## src/rtl/crc32_4bit_fcs_check.sv

```systemverilog
// crc32_4bit_fcs_check: receive-side CRC-32/BZIP2 FCS checker for an MSB-first nibble stream.
// Payload is forwarded through an 8-nibble delay line so the trailing FCS never reaches axiod.
module crc32_4bit_fcs_check #(
    parameter logic [31:0] MAGIC       = 32'h38FB2284,
    parameter int          MIN_NIBBLES = 16,
    parameter int          CNT_W       = 12
) (
    input  logic             clk,
    input  logic             rst,
    input  logic             axiiv,
    input  logic [3:0]       axiid,
    output logic             axiov,
    output logic [3:0]       axiod,
    output logic             done,
    output logic             ok,
    output logic [CNT_W-1:0] len
);
    localparam logic [31:0]      POLY    = 32'h04C11DB7;
    localparam logic [31:0]      INIT    = 32'hFFFFFFFF;
    localparam logic [CNT_W-1:0] CNT_MAX = '1;
    localparam logic [CNT_W-1:0] CNT_MIN = CNT_W'(MIN_NIBBLES);
    localparam logic [CNT_W-1:0] FCS_NIB = CNT_W'(8);
    localparam logic [CNT_W-1:0] CNT_ONE = CNT_W'(1);

    typedef enum logic {IDLE, FRAME} state_t;

    state_t           r_state;
    state_t           w_state_next;
    logic [31:0]      r_lfsr;
    logic [CNT_W-1:0] r_cnt;
    logic [3:0]       r_dl [8];
    logic [3:0]       r_fill;
    logic [31:0]      w_lfsr_next;
    logic [CNT_W-1:0] w_cnt_next;
    logic [CNT_W-1:0] w_len;
    logic             w_end;
    logic             w_good;

    function automatic logic [31:0] crc_step(input logic [31:0] c, input logic [3:0] d);
        logic [31:0] r;
        r = c;
        for (int i = 3; i >= 0; i--) begin
            if (r[31] ^ d[i]) r = {r[30:0], 1'b0} ^ POLY;
            else              r = {r[30:0], 1'b0};
        end
        return r;
    endfunction

    always_ff @(posedge clk or posedge rst) begin
        if (rst) r_state <= IDLE;
        else     r_state <= w_state_next;
    end

    always_comb begin
        w_state_next = r_state;
        case (r_state)
            IDLE:    if (axiiv)  w_state_next = FRAME;
            FRAME:   if (!axiiv) w_state_next = IDLE;
            default: w_state_next = IDLE;
        endcase
    end

    // A frame's first nibble always starts from the init value, whatever the register holds.
    always_comb begin
        w_lfsr_next = crc_step((r_state == IDLE) ? INIT : r_lfsr, axiid);
        w_cnt_next  = (r_state == IDLE) ? CNT_ONE :
                      (r_cnt == CNT_MAX) ? r_cnt : r_cnt + CNT_ONE;
        w_end       = (r_state == FRAME) && !axiiv;
        w_good      = (~r_lfsr == MAGIC) && (r_cnt >= CNT_MIN) && !r_cnt[0] && (r_cnt != CNT_MAX);
        w_len       = (r_cnt > FCS_NIB) ? r_cnt - FCS_NIB : '0;
    end

    always_ff @(posedge clk or posedge rst) begin
        if (rst) begin
            r_lfsr <= INIT;
            r_cnt  <= '0;
            r_fill <= '0;
            for (int i = 0; i < 8; i++) r_dl[i] <= '0;
            axiov  <= 1'b0;
            axiod  <= '0;
            done   <= 1'b0;
            ok     <= 1'b0;
            len    <= '0;
        end else begin
            axiov <= 1'b0;
            done  <= 1'b0;
            ok    <= 1'b0;
            if (axiiv) begin
                r_lfsr  <= w_lfsr_next;
                r_cnt   <= w_cnt_next;
                r_dl[0] <= axiid;
                for (int i = 1; i < 8; i++) r_dl[i] <= r_dl[i-1];
                // Once full, the nibble falling off the end is payload, never FCS.
                if (r_fill == 4'd8) begin
                    axiov <= 1'b1;
                    axiod <= r_dl[7];
                end else begin
                    r_fill <= r_fill + 4'd1;
                end
            end else if (w_end) begin
                done   <= 1'b1;
                ok     <= w_good;
                len    <= w_len;
                r_lfsr <= INIT;
                r_cnt  <= '0;
                r_fill <= '0;
            end
        end
    end
endmodule

```

## config.mk

```make
export PLATFORM = sky130hd
export DESIGN_NAME = crc32_4bit_fcs_check
export DESIGN_NICKNAME = d
export VERILOG_FILES = /design/src/rtl/crc32_4bit_fcs_check.sv
export SDC_FILE = /design/constraint.sdc
export NUM_CORES = 1
export LEC_CHECK = 0
export ABC_AREA = 1
export BUFFER_PORTS_ARGS = -buffer_cell sky130_fd_sc_hd__buf_4
export CAP_MARGIN = 10
export CORE_UTILIZATION = 50
export CTS_CLUSTER_SIZE = 12
export DETAILED_ROUTE_END_ITERATION = 8
export GPL_TIMING_DRIVEN = 0
export PLACE_DENSITY = 0.67
export REMOVE_ABC_BUFFERS = 1
export SYNTH_ARGS = -nofsm -noshare
export SYNTH_HDL_FRONTEND = slang
export SYNTH_SLANG_ARGS = --single-unit
export TNS_END_PERCENT = 10
```

## constraint.sdc

```tcl
create_clock -name clk -period 8.46 [get_ports clk]
set_clock_uncertainty 0.1 [all_clocks]
set_input_delay 0.846 -clock clk [delete_from_list [all_inputs] [get_ports clk]]
set_output_delay 0.846 -clock clk [all_outputs]
set_load 0.01 [all_outputs]
```

======== Yosys cells after proc, flatten, opt, wreduce, memory -nomap -nowiden ========
Cells that the tools add are included.
word-level totals
  register bits ........................... 100
  bits in latches ......................... 0
  bits in writable memories ............... 0
  ROM bits ................................ 0
  memories kept ........................... 0
operators by class
  bitwise gates (word level) .............. 10
  add/subtract/negate cells ............... 3
  div/mod/pow operators ................... 0
  shift-type cells ........................ 0
  $lt $le $gt $ge ......................... 2
  mux-type cells .......................... 22
  reductions and logical operators ........ 11
  eq/ne operators ......................... 6
  multipliers ............................. 0
operator list
  cell                   count
  $mux 27                4
  $mux 32                3
  $mux 12                5
  $not 14->14            4
  $eq 32x30->1 const B   1
  $not 32->32            1
  $add 12x1->12 const B  1
  $eq 12x12->1 const B   1
  $ge 12x5->1 const B    1
  $gt 12x4->1 const B    1
  $mux 4                 3
  $ne 12x12->1 const B   1
  $sub 12x4->12 const B  1
  $reduce_and 2->1       4
  $mux 1                 7
  $add 4x1->4 const B    1
  $eq 4x4->1 const B     1
  $logic_and 1x1->1      4
  $xor 1x1->1            4
  $ne 3x3->1 const B     1
  $logic_not 1->1        2
  $ne 2x2->1 const B     1
  $reduce_bool 2->1      1
  $not 1->1              1

======== Depth between registers and ports, before layout ========
Gate-level depths: netlist (run 1).
  depth in word-level cells ............... 10
  gate-level depth with buffers ........... 12
  gate-level depth less buffers ........... 12

======== Worst setup path before layout (run 1) ========
Ideal clock, no wire load.
  path kind ............................... input -> register
  from .................................... in axiiv
  to ...................................... reg r_lfsr[9]
  stages on the path ...................... 6
  arrival time ............................ 1.725 ns
  path buffers ............................ 3
  slack ................................... 6.560 ns
  data required time ...................... 8.285 ns
  setup time .............................. 0.075 ns
  cell sequence ........................... buf_2 inv_1 clkbuf_1 clkbuf_1 o21ai_0 o211ai_2
between the ends
  word-level cells in the longest chain between the ends .. 3
  elaborated cells on any way between the ends .. 4
  those cells by class .................... 1 x mux; 3 x reduce/logical
ends and longest elaborated chain
  element                      line  RTL
  from (decl)                  10    input logic axiiv,
  $logic_not 1->1              68    w_end = (r_state == FRAME) && !axiiv;
  $logic_and 1x1->1            68
  $reduce_bool 2->1 (no line)  -
  to (signal assigned)         89    r_lfsr <= w_lfsr_next;
  to (decl)                    29    logic [31:0] r_lfsr;
Several ways; a longest one is shown, not always the timed one.
A chain may end at the register's enable or synchronous reset.

======== Worst setup path after layout (run 1) ========
  from .................................... in axiiv
  to ...................................... reg r_fill[2]
between the ends
  word-level cells in the longest chain between the ends .. 4
  elaborated cells on any way between the ends .. 6
  those cells by class .................... 1 x eq/ne; 1 x mux; 4 x reduce/logical
ends and longest elaborated chain
  element                      line  RTL
  $logic_not 1->1              68
  $logic_and 1x1->1            68
  $reduce_bool 2->1 (no line)  -
  $reduce_and 2->1 (no line)   -
  to (signal assigned)         98    r_fill <= r_fill + 4'd1;
  to (decl)                    32    logic [3:0] r_fill;
Several ways; a longest one is shown, not always the timed one.

==> results of run 1 <==
-- sequential cells by signal (all words and copies together) (netlist names) --
name	cells
r_cnt	12
len	12
r_lfsr	32
done	1
axiov	1
ok	1
r_state	1
axiod	4
r_dl	32
r_fill	4
-- kinds of logic (layout without fill, tap and decap cells) --
group,count (synthesis),in the layout,synth area share
and+or+nand+nor,255,255,0.2223
buffers and inverters,114,133,0.08908
AOI/OAI and AO/OA,134,134,0.1496
xor gates and xnor gates,10,10,0.01737
adders and majority gates,7,7,0.01737
DFF,100,100,0.5042
-- worst min-delay path: stages, from the launching register on --
cell and delay, ps:
dfrtp_1 350, nand2_1 50, o21ai_0 60
-- area by class of cell --
type	count	area, µm²	area share
Clock inverter	4	73.82	0.01321
Inverter	89	339.1	0.06068
Sequential cell	100	2542	0.4550
Clock buffer	12	145.1	0.02597
Tap cell	133	166.4	0.02978
Timing Repair Buffer	28	270.3	0.04837
Multi-Input combinational cell	406	2051	0.3670
-- cells in the final DEF (no fill, tap or decap), drive strengths merged --
cell	instances
a211oi	1
a21oi	9
and3	1
buf	28
bufinv	2
clkbuf	12
clkinv	1
dfrtp	68
dfstp	32
ha	7
inv	90
nand2	137
nand3	45
nand4	11
nor2	49
nor3	5
nor4	4
o211ai	12
o21ai	100
o221ai	1
o22ai	8
o311ai	2
o31ai	1
or2	3
xnor2	2
xor2	8
-- worst max-delay path by stage --
stage | from | endpoint | slack, ps
finish | axiiv | r_fill[2] | 5850
global route | axiiv | r_fill[2] | 5640
CTS | r_state | len[1] | 5340
detailed placement | r_state | len[1] | 5350
global placement | rst | r_dl[23] | 3770
floorplan | rst | axiod[0] | 4950
-- stage by stage --
step / setup slack [ps] / utilization / std cells / hold slack, ps
4_1_cts: 5340 / 0.5661 / 770 / 392.7
3_5_place_dp: 5348 / 0.5437 / 754 / 370.0
2_1_floorplan: 4948 / - / 595 / 344.2
5_1_grt: 5644 / 0.5717 / 772 / 409.9
6_report: 5854 / 0.5717 / 772 / 390.2
3_3_place_gp: 3773 / 0.5406 / 753 / 361.5
-- routing by layer --
metal / global-route usage / part of all wire
met1: 0.3140 / 0.48
met2: 0.3718 / 0.46
met5: 0 / 0
met4: 0.07143 / 0.014
met3: 0.03420 / 0.045
-- power groups by stage --
stage | Sequential [µW] | Clock [µW] | Combinational (µW)
6_report | 589 | 341 | 183
5_1_grt | 596 | 367 | 211
4_1_cts | 590 | 348 | 181
3_5_place_dp | 598 | 0 | 180
3_3_place_gp | 595 | 0 | 171
2_1_floorplan | 590 | 0 | 122
==> results.cfg, run 1 <==
[outcome]
status = finished clean

[min_path]
min_path_cells = 2
worstHoldEndpoint = r_dl[27]
min_from = r_dl[31]
hp-class = flop to flop

[placed_design]
io_buffers = 25
finalWeightedCongestion = 0.8593
dp_hpwl_um = 7239
placed_area_mm2 = 0.005314

[drt]
post_drt_wl_per_cell_um = 14.23
totalWireLength_um = 10990
drc = 0
vias_per_cell = 5.317
num_vias = 4105
drtPass1Iterations = 5
ant_nets = 0
drt_iter0_markers = 214

[floorplan]
io_pins = 26
die_w_um = 102.4
die_area_mm2 = 0.01049
coreArea_mm2 = 0.009774
start_util = 0.5159
die_h_um = 102.4
row_count = 36

[critical_path]
cp_top_family = simple AND/OR/NAND/NOR gates
cp-start-kind = input port
r2r_end = len[1]
critical-path-slowest-cell = nand4_1
crit_path_max_incr_delay_ps = 620
path_max_fanout = 81
path_depth = 7
crit_type = input port to flop
cp_num_buf_inv = 2
r2r-start = r_state
cp-end-kind = flop
required_ps = 8650
crit_chain = buf_4 -> nand4_1 -> nand2_1 -> inv_1 -> nand2_1 -> o22ai_1 -> a21oi_1
ff2ff_path_depth = 4
crit_top_cell = nand2_1
rrSetupSlack_ps = 5980
crit_arrival_ps = 2800

[timing]
slew_headroom = 0.4394
rsz0062_at_grt = no
post-route-period-util = 0.3080
setup_viol = 0
final_max_slew_viol_count = 0
finalSetupTns_ps = 0
final-hold-violation-count = 0
worstMarginPinSlew_ps = 840.9
fmax_mhz = 383.8
min_period_ps = 2606

[clock_tree]
clk_path_buf_depth = 2
clock_sinks = 100
cts_root_buf = clkbuf_8
clkSlewWorstSetupHoldPaths_ps = 90
cts_made_buffers = 9
cts_htree_levels = 3
clock_latency_ps = 370
post_cts_buffers = 0
cts_resized = 0
cts_hold_buf = 0
cts_tree = done

[finish]
fillers = 903
antenna_cells = 0
final_nets = 648
drive_gt1_frac = 0.1581
fin_area_mm2 = 0.005588
synthToLayoutAreaGrowth_pct = 10.82

[logic_synthesis]
yosysWarnings = 0
synth_seq_area_share = 0.5042
synth.largest_area_cell = dfrtp_1
synth_area_mm2 = 0.005042
ys.flop_type = dfrtp_1
syn-instance-count = 620
ys_seq_elements = 100
synthArstFlopShare = 1.000
synthTopCellsByCount = nand2_1, o21ai_0, inv_1
synthDistinctLibCells = 37
post-synth-top-count-cell = nand2_1
synth-edff-count = 0
synth_top_area_frac = 0.3375
ys_top_cells_by_area = dfrtp_1, dfstp_2, nand2_1
synth.avg_cell_area_um2 = 8.133

[power_and_ir_drop]
switching_share = 0.2861
pwr-share-clk = 0.306
power_density_mw_per_mm2 = 199.1
pwr-share-comb = 0.165
leakage_uw = 0.002672
total_power_uw = 1113
p_switching_uw = 318.4
sequentialPowerShare = 0.529
intPower_uw = 794.4
ir_drop_v = 0.00008129

[global_route]
grt_max_degree = 82
grtUsageTotal = 0.2282
overflow = 0
antenna_found_initial = 0
first_global_vias = 3792
grt_pass1_wl_um = 18450

[job]
maxCapViolCount = 0
Power figures use the tool's default switching activity.
==> run 2, diff against run 1 <==
PLACE_DENSITY = 0.7   (was 0.67)
clock period = 2.34 ns   (was 8.46 ns; I/O delays follow)
==> run 2 against run 1 <==
Utilization shrank 0.54 points; wire length is 1.7% lower; highest routed layer unchanged; sequential cell count unchanged.
==> results.cfg, run 2 (synthesis gave the netlist of run 1 again) <==
[finish]
fillers = 902
final_cells = 772
final_nets = 648
drive_gt1_frac = 0.1628
mostFrequentLayoutCell = nand2_1
antenna_cells = 0
reg.largest.list = r_dl (32), r_lfsr (32)
multi_input_comb_area_mm2 = 0.002053
final-seq-area_mm2 = 0.002546
final_cell_mix = nand2_1, o21ai_0, inv_1
synthToLayoutAreaGrowth_pct = 9.777

[critical_path]
path_depth = 10
cp_num_buf_inv = 2
r2r_end = r_lfsr[5]
r2r-start = r_state
ff2ff_path_depth = 10
cp_top_family = simple AND/OR/NAND/NOR gates
required_ps = 2560
crit_type = flop to flop
cp-start-kind = flop
cp-end-kind = flop
crit_top_cell = nand2_1
rrSetupSlack_ps = 200
crit_start = r_state
critical-path-slowest-cell = dfrtp_4
crit_chain = inv_4 -> nor2_1 -> nand2_1 -> nand2_2 -> nand2_1 -> nand2_2 -> nand2_1 -> nand3_1 -> nand2_1 -> inv_1
path_max_fanout = 45
crit_path_max_incr_delay_ps = 660
crit_arrival_ps = 2360

[drt]
drtPass1Iterations = 4
post_drt_wl_per_cell_um = 13.99
vias_per_cell = 5.374
totalWireLength_um = 10800
num_vias = 4149
drt_iter0_markers = 210
ant_nets = 0
drc = 0

[floorplan]
die_area_mm2 = 0.01049
io_pins = 26
coreArea_mm2 = 0.009774
die_h_um = 102.4
die_w_um = 102.4
start_util = 0.5159
row_count = 36

[clock_tree]
clock_sinks = 100
clk_path_buf_depth = 2
cts_tree = done
cts_htree_levels = 3
post_cts_buffers = 0
cts_root_buf = clkbuf_8
cts_made_buffers = 9
clock_latency_ps = 380
clkSlewWorstSetupHoldPaths_ps = 100

[placed_design]
numPlacedInstances = 754
finalWeightedCongestion = 0.8844
io_buffers = 25
dp_hpwl_um = 7161

[min_path]
worstHoldEndpoint = r_dl[31]
min_from = axiid[3]
hp-class = input port to flop
min_path_cells = 3

[timing]
setup_viol = 0
fmax_mhz = 466.9
final_max_slew_viol_count = 0
final-hold-violation-count = 0
worstMarginPinSlew_ps = 820.4
rsz0062_at_grt = no
slew_headroom = 0.4531
min_period_ps = 2142
finalSetupTns_ps = 0
post-route-period-util = 0.9153

[power_and_ir_drop]
intPower_uw = 2627
pwr-share-comb = 0.172
pwr-share-clk = 0.268
power_density_mw_per_mm2 = 688.2
sequentialPowerShare = 0.560
switching_share = 0.3104
p_switching_uw = 1182
ir_drop_v = 0.0003114
leakage_uw = 0.002643

[global_route]
grtUsageTotal = 0.2281
grt_pass1_wl_um = 18370
antenna_found_initial = 0
grt_max_degree = 82
overflow = 0
first_global_vias = 3991

[job]
maxCapViolCount = 0

[outcome]
status = finished clean
run 2: how the worst max path moves through the flow:
stage,end,slack (ps)
2_1_floorplan,axiod[0],-560
3_3_place_gp,r_dl[27],-1720
3_5_place_dp,len[7],-670
4_1_cts,len[7],200
5_1_grt,r_lfsr[4],30
6_report,r_lfsr[5],200
run 2: tightest hold or removal path, delay by kind of cell:
| family | cells | cell delay [ps] |
|---|---|---|
| compound gates | 1 | 70 |
| buf+inv | 2 | 160 |
run 2: area by class of cell:
| class | count | area share |
|---|---|---|
| Sequential cell | 100 | 0.4600 |
| Inverter | 89 | 0.06171 |
| Timing Repair Buffer | 28 | 0.04566 |
| Clock inverter | 7 | 0.009268 |
| Clock buffer | 9 | 0.02238 |
| Tap cell | 133 | 0.03006 |
| Multi-Input combinational cell | 406 | 0.3709 |
run 2: per-stage QoR:
| step | utilization | hold slack (ps) | worst slack [ps] | instance area [µm²] | power, µW |
|---|---|---|---|---|---|
| after floorplan | - | 165.4 | -559.8 | 4930 | 2574 |
| after global placement | 0.5406 | 364.3 | -1720 | 5284 | 2769 |
| after detailed placement | 0.5437 | 252.7 | -665.6 | 5314 | 2813 |
| after CTS | 0.5632 | 21.70 | 202.4 | 5505 | 3834 |
| after global routing | 0.5663 | 23.11 | 28.32 | 5535 | 4046 |
| final | 0.5663 | 24.25 | 198.1 | 5535 | 3810 |
run 2: repair_timing:
action                                 4_1_cts  5_1_grt
gates resized for setup                      3        1
pin swaps                                    0        0
endpoints found under the hold margin       26        0
gates cloned                                 0        0
setup endpoints to repair                   46        5
hold buffers                                 1        0
run 2: metal layers:
metal / global-route usage / share of wire
met5: 0 / 0
met4: 0.09560 / 0.022
met3: 0.04104 / 0.042
met2: 0.3723 / 0.48
met1: 0.2989 / 0.46
run 2: power by group through the flow:
stage	sequential [µW]	combinational [µW]	clock, µW
after floorplan	2130	442	0
after global placement	2150	617	0
after detailed placement	2160	650	0
after CTS	2130	656	1050
after global routing	2160	761	1130
final	2130	656	1020
